`src/rtl/handshake_pkg.sv`:
```
// Shared constants for the valid/ready register slice pipeline.
// MODE selects which handshake paths carry a register.
package handshake_pkg;

    localparam int MODE_BYPASS = 0;
    localparam int MODE_FWD    = 1;
    localparam int MODE_BWD    = 2;
    localparam int MODE_FULL   = 3;

    // Width needed to count up to 2 beats per stage.
    function automatic int occ_w(input int stages);
        return $clog2(2 * stages + 1);
    endfunction

endpackage

```
`src/rtl/handshake_slice_stage.sv`:
```
// One register slice between two valid/ready interfaces.
// Reports how many beats it holds (0..2).
module handshake_slice_stage
    import handshake_pkg::*;
#(
    parameter int WIDTH = 32,
    parameter int MODE  = MODE_FWD
) (
    input  logic             clk,
    input  logic             rst_n,
    input  logic             flush,
    input  logic             in_valid,
    input  logic [WIDTH-1:0] in_data,
    output logic             in_ready,
    output logic             out_valid,
    output logic [WIDTH-1:0] out_data,
    input  logic             out_ready,
    output logic [1:0]       count
);

    if (MODE == MODE_BWD) begin : g_bwd
        logic             skid_valid;
        logic [WIDTH-1:0] skid_data;

        assign in_ready  = ~skid_valid;
        assign out_valid = skid_valid | in_valid;
        assign out_data  = skid_valid ? skid_data : in_data;
        assign count     = {1'b0, skid_valid};

        always_ff @(posedge clk) begin
            if (!rst_n) begin
                skid_valid <= 1'b0;
                skid_data  <= '0;
            end else if (flush) begin
                skid_valid <= 1'b0;
            end else if (out_ready) begin
                skid_valid <= 1'b0;
            end else if (in_valid && !skid_valid) begin
                skid_valid <= 1'b1;
                skid_data  <= in_data;
            end
        end
    end else if (MODE == MODE_FULL) begin : g_full
        logic [WIDTH-1:0] mem [2];
        logic             head, tail;
        logic [1:0]       cnt;
        logic             push, pop;

        assign in_ready  = (cnt != 2'd2);
        assign out_valid = (cnt != 2'd0);
        assign out_data  = mem[head];
        assign count     = cnt;
        assign push      = in_valid & in_ready;
        assign pop       = out_valid & out_ready;

        always_ff @(posedge clk) begin
            if (!rst_n) begin
                mem[0] <= '0;
                mem[1] <= '0;
                head   <= 1'b0;
                tail   <= 1'b0;
                cnt    <= 2'd0;
            end else if (flush) begin
                head <= 1'b0;
                tail <= 1'b0;
                cnt  <= 2'd0;
            end else begin
                if (push) begin
                    mem[tail] <= in_data;
                    tail      <= ~tail;
                end
                if (pop) head <= ~head;
                case ({push, pop})
                    2'b10:   cnt <= cnt + 2'd1;
                    2'b01:   cnt <= cnt - 2'd1;
                    default: ;
                endcase
            end
        end
    end else begin : g_fwd
        logic             valid_q;
        logic [WIDTH-1:0] data_q;

        // Ready stays combinational so a full slice still streams at 1 beat/cycle.
        assign in_ready  = out_ready | ~valid_q;
        assign out_valid = valid_q;
        assign out_data  = data_q;
        assign count     = {1'b0, valid_q};

        always_ff @(posedge clk) begin
            if (!rst_n) begin
                valid_q <= 1'b0;
                data_q  <= '0;
            end else if (flush) begin
                valid_q <= 1'b0;
            end else if (in_ready) begin
                valid_q <= in_valid;
                if (in_valid) data_q <= in_data;
            end
        end
    end

endmodule

```
`src/rtl/handshake_slice_pipe.sv`:
```
// Chain of STAGES identical valid/ready slices with flush and occupancy.
// MODE_BYPASS collapses the whole pipe to wires.
module handshake_slice_pipe
    import handshake_pkg::*;
#(
    parameter  int WIDTH  = 32,
    parameter  int STAGES = 1,
    parameter  int MODE   = MODE_FWD,
    localparam int OCC_W  = occ_w(STAGES)
) (
    input  logic             clk,
    input  logic             rst_n,
    input  logic             flush,
    input  logic             master_valid,
    input  logic [WIDTH-1:0] master_data,
    output logic             master_ready,
    output logic             slave_valid,
    output logic [WIDTH-1:0] slave_data,
    input  logic             slave_ready,
    output logic [OCC_W-1:0] occupancy
);

    if (MODE == MODE_BYPASS) begin : g_bypass
        logic unused_bypass;
        assign unused_bypass = &{1'b0, clk, rst_n, flush};
        assign slave_valid   = master_valid;
        assign slave_data    = master_data;
        assign master_ready  = slave_ready;
        assign occupancy     = '0;
    end else begin : g_pipe
        // Nothing enters during reset or flush, so a pass-through path cannot leak a beat.
        logic                   accept_ok;
        logic [STAGES-1:0][1:0] cnt;
        logic [OCC_W-1:0]       occ_sum;

        assign accept_ok = rst_n & ~flush;

        for (genvar i = 0; i < STAGES; i++) begin : g_stage
            logic             iv, ir, ov, ordy;
            logic [WIDTH-1:0] id, od;

            if (i == 0) begin : g_head
                assign iv = master_valid & accept_ok;
                assign id = master_data;
            end else begin : g_link
                assign iv = g_stage[i-1].ov;
                assign id = g_stage[i-1].od;
            end

            if (i == STAGES - 1) begin : g_tail
                assign ordy = slave_ready;
            end else begin : g_mid
                assign ordy = g_stage[i+1].ir;
            end

            handshake_slice_stage #(.WIDTH(WIDTH), .MODE(MODE)) u_stage (
                .clk       (clk),
                .rst_n     (rst_n),
                .flush     (flush),
                .in_valid  (iv),
                .in_data   (id),
                .in_ready  (ir),
                .out_valid (ov),
                .out_data  (od),
                .out_ready (ordy),
                .count     (cnt[i])
            );
        end

        always_comb begin
            occ_sum = '0;
            for (int i = 0; i < STAGES; i++) occ_sum = occ_sum + OCC_W'(cnt[i]);
        end

        assign master_ready = g_stage[0].ir & accept_ok;
        assign slave_valid  = g_stage[STAGES-1].ov;
        assign slave_data   = g_stage[STAGES-1].od;
        assign occupancy    = occ_sum;
    end

endmodule

```
`config.mk`:
```
export PLATFORM = sky130hd
export DESIGN_NAME = handshake_slice_pipe
export DESIGN_NICKNAME = d
export VERILOG_FILES = /design/src/rtl/handshake_pkg.sv /design/src/rtl/handshake_slice_stage.sv /design/src/rtl/handshake_slice_pipe.sv
export SDC_FILE = /design/constraint.sdc
export NUM_CORES = 1
export LEC_CHECK = 0
export CAP_MARGIN = 20
export CELL_PAD_IN_SITES_DETAIL_PLACEMENT = 1
export CELL_PAD_IN_SITES_GLOBAL_PLACEMENT = 1
export CORE_AREA = 2 2 81 67
export DETAILED_ROUTE_END_ITERATION = 10
export DIE_AREA = 0 0 83 69
export PLACE_DENSITY = 0.86
export SETUP_SLACK_MARGIN = 0.15
export SYNTH_ARGS = -nofsm -noshare
export SYNTH_HDL_FRONTEND = slang
export SYNTH_SLANG_ARGS = --single-unit
```
`constraint.sdc`:
```
create_clock -name clk -period 3.6 [get_ports clk]
set_clock_uncertainty 0.1 [all_clocks]
set_input_delay 0.72 -clock clk [delete_from_list [all_inputs] [get_ports clk]]
set_output_delay 0.72 -clock clk [all_outputs]
set_load 0.005 [all_outputs]
```
==> impl_results.md <==
- Pin count of the biggest net entering global routing: 35
- Synth warn: 0
- Pre-CTS WS: 0.772 ns
- Via density per instance: ~5
- Most frequent cells in the layout: clkdlybuf4s50_1 (71), dfxtp_1 (33), nand2_1 (32), nand4_1 (32), o21ai_2 (30)
- Synthesized netlist cell count: 157
- Post-Synth XOR/XNOR Area: 0%
- Fin. Hold Viols: 0
- Worst flop-to-flop path startpoint: g_pipe.g_stage[0].u_stage.out_valid
- Crit Reg-Reg Endpoint: g_pipe.g_stage[0].u_stage.out_data[22]
- Nets@finish: 255
- Worst Hold Depth: 2
- Clock transition at path regs: 0.06 ns
- FF+latch count, synth: 33
- Achievable Freq: 355 MHz
- CP Buf/Inv Count: 2
- Ratio of final minimum period to clock period: between 70% and 80%
- Main combinational cell family by area after synthesis: simple AND/OR/NAND/NOR gates
- Residual DRC: 0
- CP endpoint kind: primary output
- # fillers: 585
- Hold crit path type: register to register
- Setup violators final: 0
- WL/cell: 15.0 µm
- Max Root-Sink Buffers: 2
- CTS HTree Levels: 2
- Root buffer cell: clkbuf_8
- Wirelength, routed: 4.23 mm
- Result of the run: completed
- Clk Latency, worst-skew pair: around 0.27 ns
- Initial antenna violation count: 0
- Compound-Gate Fraction of Synth Area: between 10% and 20%
- Sinks on the clock net: 33
- Syn Nets: 194
- P per Cell Area: 366 nW/µm²
- Startpoint types: input pin
- Critical path class: input pin to primary output
- LEAKAGE: 0.785 nW
- Seq/Total Area, Yosys: 46.2%
- Routability cong.: 0.677
- WHS Endpoint: g_pipe.g_stage[0].u_stage.out_data[21]
- Core Region: a little under 5000 µm²
- Syn Std Cell Area: roughly 1400 µm²
- Layout cell share with drive strength beyond 1: 19.6%
- First DRT Iteration DRCs: 62
- RSZ-0062 raised after global routing: no
- First-pass GRT wire length: 7.01 mm
- CTS tree: yes
- Hold Crit Start: g_pipe.g_stage[0].u_stage.out_data[21]
- CTS buffer count: 5
- Antenna diode count: 0
- Die Ht: 69 µm
- CP max stage delay: 0.52 ns
- I/O Buffers: 71
- R2r setup slk: 1.81 ns
- Simple-gate share of the synthesized area: 25.0%
- Post-CTS sizing: 0
- Commonest non-fill, non-tap cell in the layout: clkdlybuf4s50_1
- GRT Util Overall: 14.8%
- Slowest library cell on the worst path: clkdlybuf4s50_1
- Required @ worst endpoint: 2.78 ns
- Via count of the first global-routing pass: 1,438
- VDD IR max: 0.207 mV
- Cell family with most CP delay: buffers and inverters
- Post-synth cell types: 16
- CTS Hold Bufs: 0
- CP Launch Point: rst_n
- Avg Cell Area, Syn: approximately 9 µm²
- Setup TNS Final: 0 ns
- DR pass1 iterations: 4
- Starting Density: 29.0%
- Min cycle time layout: 2.82 ns
- Routed Antenna Nets: 0
- Detailed Place HPWL: about 2.8 mm
- Worst rel slew slack: approximately 63%
- Mux share of post-synthesis cell area: 0%
- Final WS setup: approximately 0.8 ns
- Most common cell on crit path: clkdlybuf4s50_1
- Post-Synth Adder-Cell Area: 0%
- Critical-path cell list: clkdlybuf4s50_1 > nor2b_4 > and2_1 > clkdlybuf4s50_1
- Maxcap violations: 0
- Critical path arrival: around 2.0 ns
- Register-to-Register Path Depth: 4
- Post-CTS Setup Repair Bufs: 0
- Top Ports: 73
- Worst-path fanout max: 2
- Slew @ Worst Pin: roughly 0.56 ns
- Area Growth Syn to Fin: 54.5%
- Die area: 5730 µm²
- Num rows: 23
- Post-layout util: ~45%
- DR vias: 1,399
- Gr ovfl total: 0
- Die width: 83 µm
- Final Max Tran Viols: 0
==> cells by family after synthesis <==
group / count (synthesis)
other: 1
AOI/OAI and AO/OA: 33
and+or+nand+nor: 68
buffers and inverters: 22
DFF: 33
==> synth_stat cells, drive strengths merged <==
library cell   n  area share (%)
clkbuf        10             2.6
buf           11             6.0
conb           1            0.26
nand2b         1            0.44
nor2b          1            0.96
and3           1            0.79
dfxtp         33              46
a21boi         1            0.53
o21ai         32              19
inv            1            0.26
nand4         32              14
nand2         32             8.4
and2           1            0.44
==> where the power goes <==
| part | switching (W) | internal, W |
|---|---|---|
| Combinational | 0.0000583 | 0.0000861 |
| Sequential | 0.0000106 | 0.000385 |
| Clock | 0.000133 | 0.000134 |
| Total | 0.000202 | 0.000605 |
==> area by class of cell <==
| type | instances | area (µm²) | share of cell area (%) |
|---|---|---|---|
| flip-flops and latches | 33 | 661 | 29.9 |
| inverters | 1 | 3.75 | 0.170 |
| clock buffers | 6 | 72.6 | 3.29 |
| clock inverters | 2 | 10.0 | 0.454 |
| repair buffers | 75 | 741 | 33.6 |
| multi-input cells | 102 | 642 | 29.1 |
| well taps | 62 | 77.6 | 3.51 |
==> how the worst max path moves through the flow <==
stage	depth (start not counted)	slack (ns)	to
finish	4	0.78	master_ready
global route	4	0.72	master_ready
CTS	4	0.76	master_ready
detailed placement	4	0.77	master_ready
global placement	4	0.77	master_ready
floorplan	5	1.39	master_ready
==> worst register-to-register path, delay by kind of cell (launching register included) <==
family,cells,cell delay (ns)
buffers and inverters,1,0.36
flip-flops,1,0.33
AO/OA/AOI/OAI,1,0.14
AND/OR/NAND/NOR,2,0.74
==> flip-flops by register name, indices dropped and copies added (netlist names) <==
signal and cells:
g_pipe.g_stage.u_stage.out_data 32, g_pipe.g_stage.u_stage.out_valid 1
==> per-stage QoR <==
step           area (µm²)  std cells  hold WS [ns]  power [W]
5_1_grt              2210        281         0.381   0.000849
3_5_place_dp         2120        273         0.349   0.000550
2_1_floorplan        1430        157         0.345   0.000461
6_report             2210        281         0.356   0.000807
4_1_cts              2210        281         0.359   0.000824
3_3_place_gp         2120        273         0.341   0.000547
==> layer usage <==
metal	part of all wire [%]	vias to the layer above	routed length, µm	track usage (%)
met3	6.0	5	255	5.03
met4	0.73	0	31	3.28
li1	-	681	-	-
met5	0	-	0	0
met1	47	672	1980	18.7
met2	46	41	1960	24.4
Note: power is estimated with default switching activity, not from simulation.
